==> config.mk <==
export PLATFORM = sky130hd
export DESIGN_NAME = huff_min_merge
export DESIGN_NICKNAME = d
export VERILOG_FILES = /design/src/rtl/huff_pkg.sv /design/src/rtl/huff_argmin.sv /design/src/rtl/huff_min_merge.sv
export SDC_FILE = /design/constraint.sdc
export NUM_CORES = 1
export LEC_CHECK = 0
export ABC_AREA = 1
export ABC_CLOCK_PERIOD_IN_PS = 5500
export CAP_MARGIN = 10
export CORE_AREA = 2 2 180 182
export DETAILED_ROUTE_END_ITERATION = 6
export DIE_AREA = 0 0 182 184
export PLACE_DENSITY = 0.78
export SLEW_MARGIN = 25
export SYNTH_ARGS = -nofsm -noshare
export SYNTH_HDL_FRONTEND = slang
export SYNTH_SLANG_ARGS = --single-unit
==> constraint.sdc <==
create_clock -name clk -period 5.5 [get_ports clk]
set_input_delay 1.1 -clock clk [delete_from_list [all_inputs] [get_ports clk]]
set_output_delay 1.1 -clock clk [all_outputs]
set_load 0.005 [all_outputs]
==> src/rtl/huff_pkg.sv <==
// Shared definitions for the Huffman tree-build controller.
// Node frame layout: weight [35:16], node_id [15:8], aux [7:0].
// A slot whose weight is all ones is empty.
package huff_pkg;

   localparam int unsigned NODE_W     = 36;
   localparam int unsigned WEIGHT_W   = 20;
   localparam int unsigned ID_W       = 8;

   localparam int unsigned WEIGHT_MSB = 35;
   localparam int unsigned WEIGHT_LSB = 16;
   localparam int unsigned ID_MSB     = 15;
   localparam int unsigned ID_LSB     = 8;
   localparam int unsigned AUX_MSB    = 7;
   localparam int unsigned AUX_LSB    = 0;

   localparam logic [NODE_W-1:0]   NODE_EMPTY   = 36'hF_FFFF_FFFF;
   localparam logic [WEIGHT_W-1:0] WEIGHT_EMPTY = 20'hFFFFF;
   localparam logic [WEIGHT_W-1:0] WEIGHT_SAT   = 20'hFFFFE;

   typedef enum logic [2:0] {
      StIdle,
      StFind1,
      StClr1,
      StFind2,
      StClr2,
      StEmit,
      StWrite,
      StDone
   } state_e;

   function automatic logic [WEIGHT_W-1:0] node_weight(input logic [NODE_W-1:0] node);
      return node[WEIGHT_MSB:WEIGHT_LSB];
   endfunction

endpackage

==> src/rtl/huff_argmin.sv <==
// Combinational minimum finder over the node bank.
// Ports:
//   node_bus  - concatenated frames, slot 0 in the LSBs
//   min_frame - lowest-weight non-empty frame (NODE_EMPTY if none)
//   min_idx   - slot index of min_frame; ties resolve to the lowest index
//   any_valid - at least one slot is non-empty
module huff_argmin
   import huff_pkg::*;
#(
   parameter int unsigned NUM_UNITS = 8,
   parameter int unsigned IDX_W     = $clog2(NUM_UNITS)
) (
   input  logic [NODE_W*NUM_UNITS-1:0] node_bus,
   output logic [NODE_W-1:0]           min_frame,
   output logic [IDX_W-1:0]            min_idx,
   output logic                        any_valid
);

   // Empty slots carry the all-ones weight, which can never be strictly below the
   // running minimum, so they drop out without a separate valid mask. The strict
   // compare keeps the earlier (lower-index) slot on ties.
   always_comb begin
      min_frame = NODE_EMPTY;
      min_idx   = '0;
      for (int unsigned i = 0; i < NUM_UNITS; i++) begin
         if (node_weight(node_bus[i*NODE_W +: NODE_W]) < node_weight(min_frame)) begin
            min_frame = node_bus[i*NODE_W +: NODE_W];
            min_idx   = IDX_W'(i);
         end
      end
   end

   assign any_valid = (node_weight(min_frame) != WEIGHT_EMPTY);

endmodule

==> src/rtl/huff_min_merge.sv <==
// Huffman tree-build controller. Repeatedly finds and clears the two lightest
// nodes in the bank, hands the pair to the code-length stage, and writes the
// merged parent back into the slot of the lighter node until one node remains.
// Ports:
//   clk, rst              - clock, asynchronous active-high reset
//   start                 - pulse to begin a build (ignored unless idle)
//   node_bus              - node_out of all slots, slot 0 in the LSBs
//   clean, clean_en       - slot number to clear and its one-cycle strobe
//   node_in, node_wr      - parent frame and one-hot slot write enable
//   pair_out, pair_valid  - {min2, min1} frames offered downstream
//   pair_ready            - downstream accepts the pair
//   root_node             - last remaining frame, held until the next start
//   busy, done            - build in progress / one-cycle completion pulse
//   error                 - sticky: empty bank or weight saturation
module huff_min_merge
   import huff_pkg::*;
#(
   parameter int unsigned     NUM_UNITS      = 8,
   parameter logic [7:0]      UNIT_BASE      = 8'h00,
   parameter logic [ID_W-1:0] PARENT_ID_BASE = 8'h80
) (
   input  logic                        clk,
   input  logic                        rst,
   input  logic                        start,
   input  logic [NODE_W*NUM_UNITS-1:0] node_bus,
   output logic [7:0]                  clean,
   output logic                        clean_en,
   output logic [NODE_W-1:0]           node_in,
   output logic [NUM_UNITS-1:0]        node_wr,
   output logic [2*NODE_W-1:0]         pair_out,
   output logic                        pair_valid,
   input  logic                        pair_ready,
   output logic [NODE_W-1:0]           root_node,
   output logic                        busy,
   output logic                        done,
   output logic                        error
);

   localparam int unsigned IDX_W = $clog2(NUM_UNITS);

   state_e              state_q, state_d;
   logic [NODE_W-1:0]   min1_q, min1_d;
   logic [NODE_W-1:0]   min2_q, min2_d;
   logic [IDX_W-1:0]    idx1_q, idx1_d;
   logic [IDX_W-1:0]    idx2_q, idx2_d;
   logic [NODE_W-1:0]   root_q, root_d;
   logic                err_q, err_d;
   logic [ID_W-1:0]     pid_q, pid_d;

   logic [NODE_W-1:0]   scan_frame;
   logic [IDX_W-1:0]    scan_idx;
   logic                scan_valid;

   logic [WEIGHT_W:0]   sum_full;
   logic                sum_sat;
   logic [WEIGHT_W-1:0] sum_w;

   huff_argmin #(
      .NUM_UNITS (NUM_UNITS),
      .IDX_W     (IDX_W)
   ) u_argmin (
      .node_bus  (node_bus),
      .min_frame (scan_frame),
      .min_idx   (scan_idx),
      .any_valid (scan_valid)
   );

   // One extra bit so the sum of two 20-bit weights cannot wrap before the
   // saturation test; all-ones is reserved for "empty", so clamp one below it.
   assign sum_full = {1'b0, node_weight(min1_q)} + {1'b0, node_weight(min2_q)};
   assign sum_sat  = (sum_full >= {1'b0, WEIGHT_EMPTY});
   assign sum_w    = sum_sat ? WEIGHT_SAT : sum_full[WEIGHT_W-1:0];

   always_comb begin
      state_d    = state_q;
      min1_d     = min1_q;
      min2_d     = min2_q;
      idx1_d     = idx1_q;
      idx2_d     = idx2_q;
      root_d     = root_q;
      err_d      = err_q;
      pid_d      = pid_q;
      clean      = 8'h00;
      clean_en   = 1'b0;
      node_in    = '0;
      node_wr    = '0;
      pair_out   = '0;
      pair_valid = 1'b0;
      done       = 1'b0;

      unique case (state_q)
         StIdle: begin
            if (start) begin
               err_d   = 1'b0;
               root_d  = '0;
               state_d = StFind1;
            end
         end
         StFind1: begin
            if (!scan_valid) begin
               err_d   = 1'b1;
               root_d  = '0;
               state_d = StDone;
            end else begin
               min1_d  = scan_frame;
               idx1_d  = scan_idx;
               state_d = StClr1;
            end
         end
         StClr1: begin
            clean    = UNIT_BASE + 8'(idx1_q);
            clean_en = 1'b1;
            state_d  = StFind2;
         end
         StFind2: begin
            // min1's slot is already empty here, so an empty scan means min1 is the root.
            if (!scan_valid) begin
               root_d  = min1_q;
               state_d = StDone;
            end else begin
               min2_d  = scan_frame;
               idx2_d  = scan_idx;
               state_d = StClr2;
            end
         end
         StClr2: begin
            clean    = UNIT_BASE + 8'(idx2_q);
            clean_en = 1'b1;
            state_d  = StEmit;
         end
         StEmit: begin
            pair_valid = 1'b1;
            pair_out   = {min2_q, min1_q};
            if (pair_ready) begin
               state_d = StWrite;
            end
         end
         StWrite: begin
            node_wr = NUM_UNITS'(1'b1) << idx1_q;
            node_in = {sum_w, pid_q, 8'h00};
            if (sum_sat) begin
               err_d = 1'b1;
            end
            pid_d   = pid_q + 1'b1;
            state_d = StFind1;
         end
         StDone: begin
            done    = 1'b1;
            state_d = StIdle;
         end
         default: state_d = StIdle;
      endcase
   end

   assign busy      = (state_q != StIdle) && (state_q != StDone);
   assign root_node = root_q;
   assign error     = err_q;

   always_ff @(posedge clk or posedge rst) begin
      if (rst) begin
         state_q <= StIdle;
         min1_q  <= '0;
         min2_q  <= '0;
         idx1_q  <= '0;
         idx2_q  <= '0;
         root_q  <= '0;
         err_q   <= 1'b0;
         pid_q   <= PARENT_ID_BASE;
      end else begin
         state_q <= state_d;
         min1_q  <= min1_d;
         min2_q  <= min2_d;
         idx1_q  <= idx1_d;
         idx2_q  <= idx2_d;
         root_q  <= root_d;
         err_q   <= err_d;
         pid_q   <= pid_d;
      end
   end

endmodule

==> key figures <==
Place
  • Post-DP Area: 20200 um2
  • IO buf count: 443
  • DP HPWL: 44400 um
  • Final GP Congestion: 0.963
  • Placed cells: 3045
  • Place WS: -8490 ps

Cells and area
  • Commonest non-fill, non-tap cell in the layout: clkdlybuf4s50_1
  • Non-Filler Cell Area, Final: 23900 um2
  • Share of post-route cells with drive strength above 1: 30.0%
  • Utilization after layout: 76.1%
  • Area growth syn-to-layout: 83.6%
  • FILL cells: 2060
  • Nets: 3213
  • Most frequent cells in the layout: clkdlybuf4s50_1, nand2_1, buf_4
  • Fin cells: 3197

Synthesis
  • Top cells by area, synth: dfrtp_1, ha_1, nand2_1, o21ai_0, nor2_1
  • Seq/Total Area, Yosys: 24.3%
  • Synth area leader: dfrtp_1
  • Post-synth top area share: 24.1%
  • FFs w/ async S/R, synth: 100%
  • Flops & latches, synth: 126
  • Distinct cells, synth: 50
  • Synthesized area: 13000 um2
  • Top_reg_cell synth: dfrtp_1
  • Post-synth EDFFs: 0
  • Syn Inst Count: 1985
  • Syn_area_per_cell: 6.55 um2
  • Ys Warns: 0

Power and ir drop
  • Static leakage power: 11.7 nW
  • Pwr/cell area: 547 nW/um2
  • Overall Power: 13.1 mW
  • Worst VDD drop: 0.335 mV

Status
  • Failing checks: negative setup slack
  • Status: finished, violations left

Drt
  • Detail Route Antenna Nets: 0
  • Initial drt markers: 1891
  • Vias per cell: 5.71
  • Residual DRC: 0
  • Drt pass-1 iters: 7
  • Detailed-route via count: 18200
  • Final wirelength: 69200 um
  • DR WL/cell: 21.6 um

Worst hold path
  • Hold_sp: root_node[14]
  • Worst Hold Class: flip-flop to flip-flop

GRT
  • Global-route wire length before repair: 90900 um
  • Met3 usage: 9.05%
  • M1 GR Usage: 36.7%
  • GRT busiest layer: met2
  • Largest net degree at the start of global routing: 50
  • Initial antenna violation count: 19
  • Vias in the first global route: 17100
  • GR Util met2: 63.1%
  • GRT overflow: 0
  • Gr usage total: 34.3%

Timing
  • Clock Skew: 18.2 ps
  • Minimum clock period: 12970 ps
  • Fmax: 77.1 MHz
  • RSZ-0062 raised after global routing: yes
  • Final Cycle Share: 236%
  • Slew @ Worst Pin: 1000 ps
  • Final setup TNS: -854190 ps
  • Rel. slew slack: 33.0%
  • Setup violations, final: 137
  • Final hold violations: 0
  • Fin worst setup slack: -7470 ps
  • Slew Limit Fails: 0
  • Fin Hold WS: 482 ps

Clock tree
  • Maximum clock path buffer count: 2
  • Hold buffer count at cts: 0
  • CTS Root Cell: clkbuf_16
  • CTS tree: built
  • Clock Sinks: 126
  • H-tree depth: 4
  • Worst skew pair latency: 440 ps
  • Total CTS buffers: 17
  • Clk slew on worst S/H paths: 70 ps

Die
  • Ports: 457
  • Chip width: 182 um
  • Die footprint: 33500 um2
  • Core area: 31400 um2
  • Initial core utilization: 41.4%
  • DIE HEIGHT: 184 um
  • Standard-cell rows: 65

Setup path
  • Worst R2R Setup Slack: 980 ps
  • Most used cell, CP: nand2_1
  • Setup crit end kind: flip-flop
  • Slowest stage delay, CP: 360 ps
  • Worst EP arrival: 13350 ps
  • FF-to-FF Start: min2_q[16]
  • CP max FO: 15
  • Worst Setup SP: node_bus[53]
  • Setup CP Type: input port to flip-flop
  • Req. time, crit path: 5880 ps
  • Worst path slowest cell: nor3_4
  • Type of origin of the critical path: input port

Job
  • MaxCap Viol Count: 0
## critical path, delay by kind of cell
kind / cells / cell delay (ps)
AOI/OAI and AO/OA: 23 / 3730
adders and majority gates: 7 / 1960
buffers and inverters: 14 / 2000
and+or+nand+nor: 36 / 4480
## final cells by class
cell class | instances | area [um2] | area share (%)
multi-input cells | 1539 | 10300 | 43.3
repair buffers | 852 | 8310 | 34.8
flip-flops and latches | 126 | 3150 | 13.2
inverters | 235 | 917 | 3.84
well taps | 402 | 503 | 2.11
clock buffers | 17 | 425 | 1.78
clock inverters | 15 | 198 | 0.828
diodes | 10 | 25.0 | 0.105
repair inverters | 1 | 8.76 | 0.0367
## path summary, 6_finish.rpt
kind	depth (start not counted)	end
worst max register to register	31	error
worst min register to register	2	root_node[14]
worst max-delay path	80	root_node[22]
worst min-delay path	2	root_node[14]
max in group asynchronous	3	min1_q[26]
min in group asynchronous	2	root_node[9]
## synthesized netlist by cell type (3+ instances only)
cell      number
a211oi_1      10
a21o_1         8
a21oi_1      106
a21oi_2        3
a21oi_4        3
a31oi_1       17
buf_1          4
buf_2         25
buf_4         24
buf_6          6
clkbuf_1      44
clkinv_1       3
dfrtp_1      125
ha_1         148
inv_1        221
inv_2         11
nand2_1      465
nand2_2       20
nand2_4        6
nand3_1      145
nand3_2        5
nand3b_1       8
nand4_1       31
nor2_1       230
nor2_2         4
nor3_1        10
nor4_1         6
o211ai_1      36
o21ai_0      200
o21ai_1        8
o221ai_1       5
o22ai_1        3
xnor2_1        6
xor2_1        18
## cells by family (layout without fill, tap and decap cells)
kind of cell | Yosys count | in the layout | share of synthesized area, %
AND/OR/NAND/NOR | 939 | 948 | 31.0
other | 1 | 23 | 0.0288
XOR/XNOR | 24 | 24 | 1.62
AO/OA/AOI/OAI | 405 | 405 | 17.5
flip-flops | 126 | 126 | 24.3
buffers and inverters | 341 | 1120 | 11.2
adder cells (fa/ha/maj) | 149 | 149 | 14.4
## sequential cells by signal (all words and copies together), names as in the netlist
name / flops
root_node: 36
idx1_q: 3
state_q: 3
idx2_q: 3
min2_q: 36
min1_q: 36
error: 1
pid_q: 8
## routing by layer
layer | vias up | share of wire [%]
li1 | 8165 | -
met1 | 8423 | 33
met2 | 1200 | 48
met3 | 441 | 11
met4 | 14 | 8.0
met5 | - | 0.16
## power by group
group / internal, mW / switching [mW] / leakage (nW)
clock network: 0.729 / 0.499 / 0.300
logic: 4.58 / 5.64 / 9.85
registers: 1.31 / 0.309 / 1.53
## what timing repair did
item	in CTS	in global routing
endpoints found under the setup margin	137	137
setup buffers	52	33
cloned	17	12
resized for setup	178	334
pin swaps	78	149
Note: power is estimated with default switching activity, not from simulation.
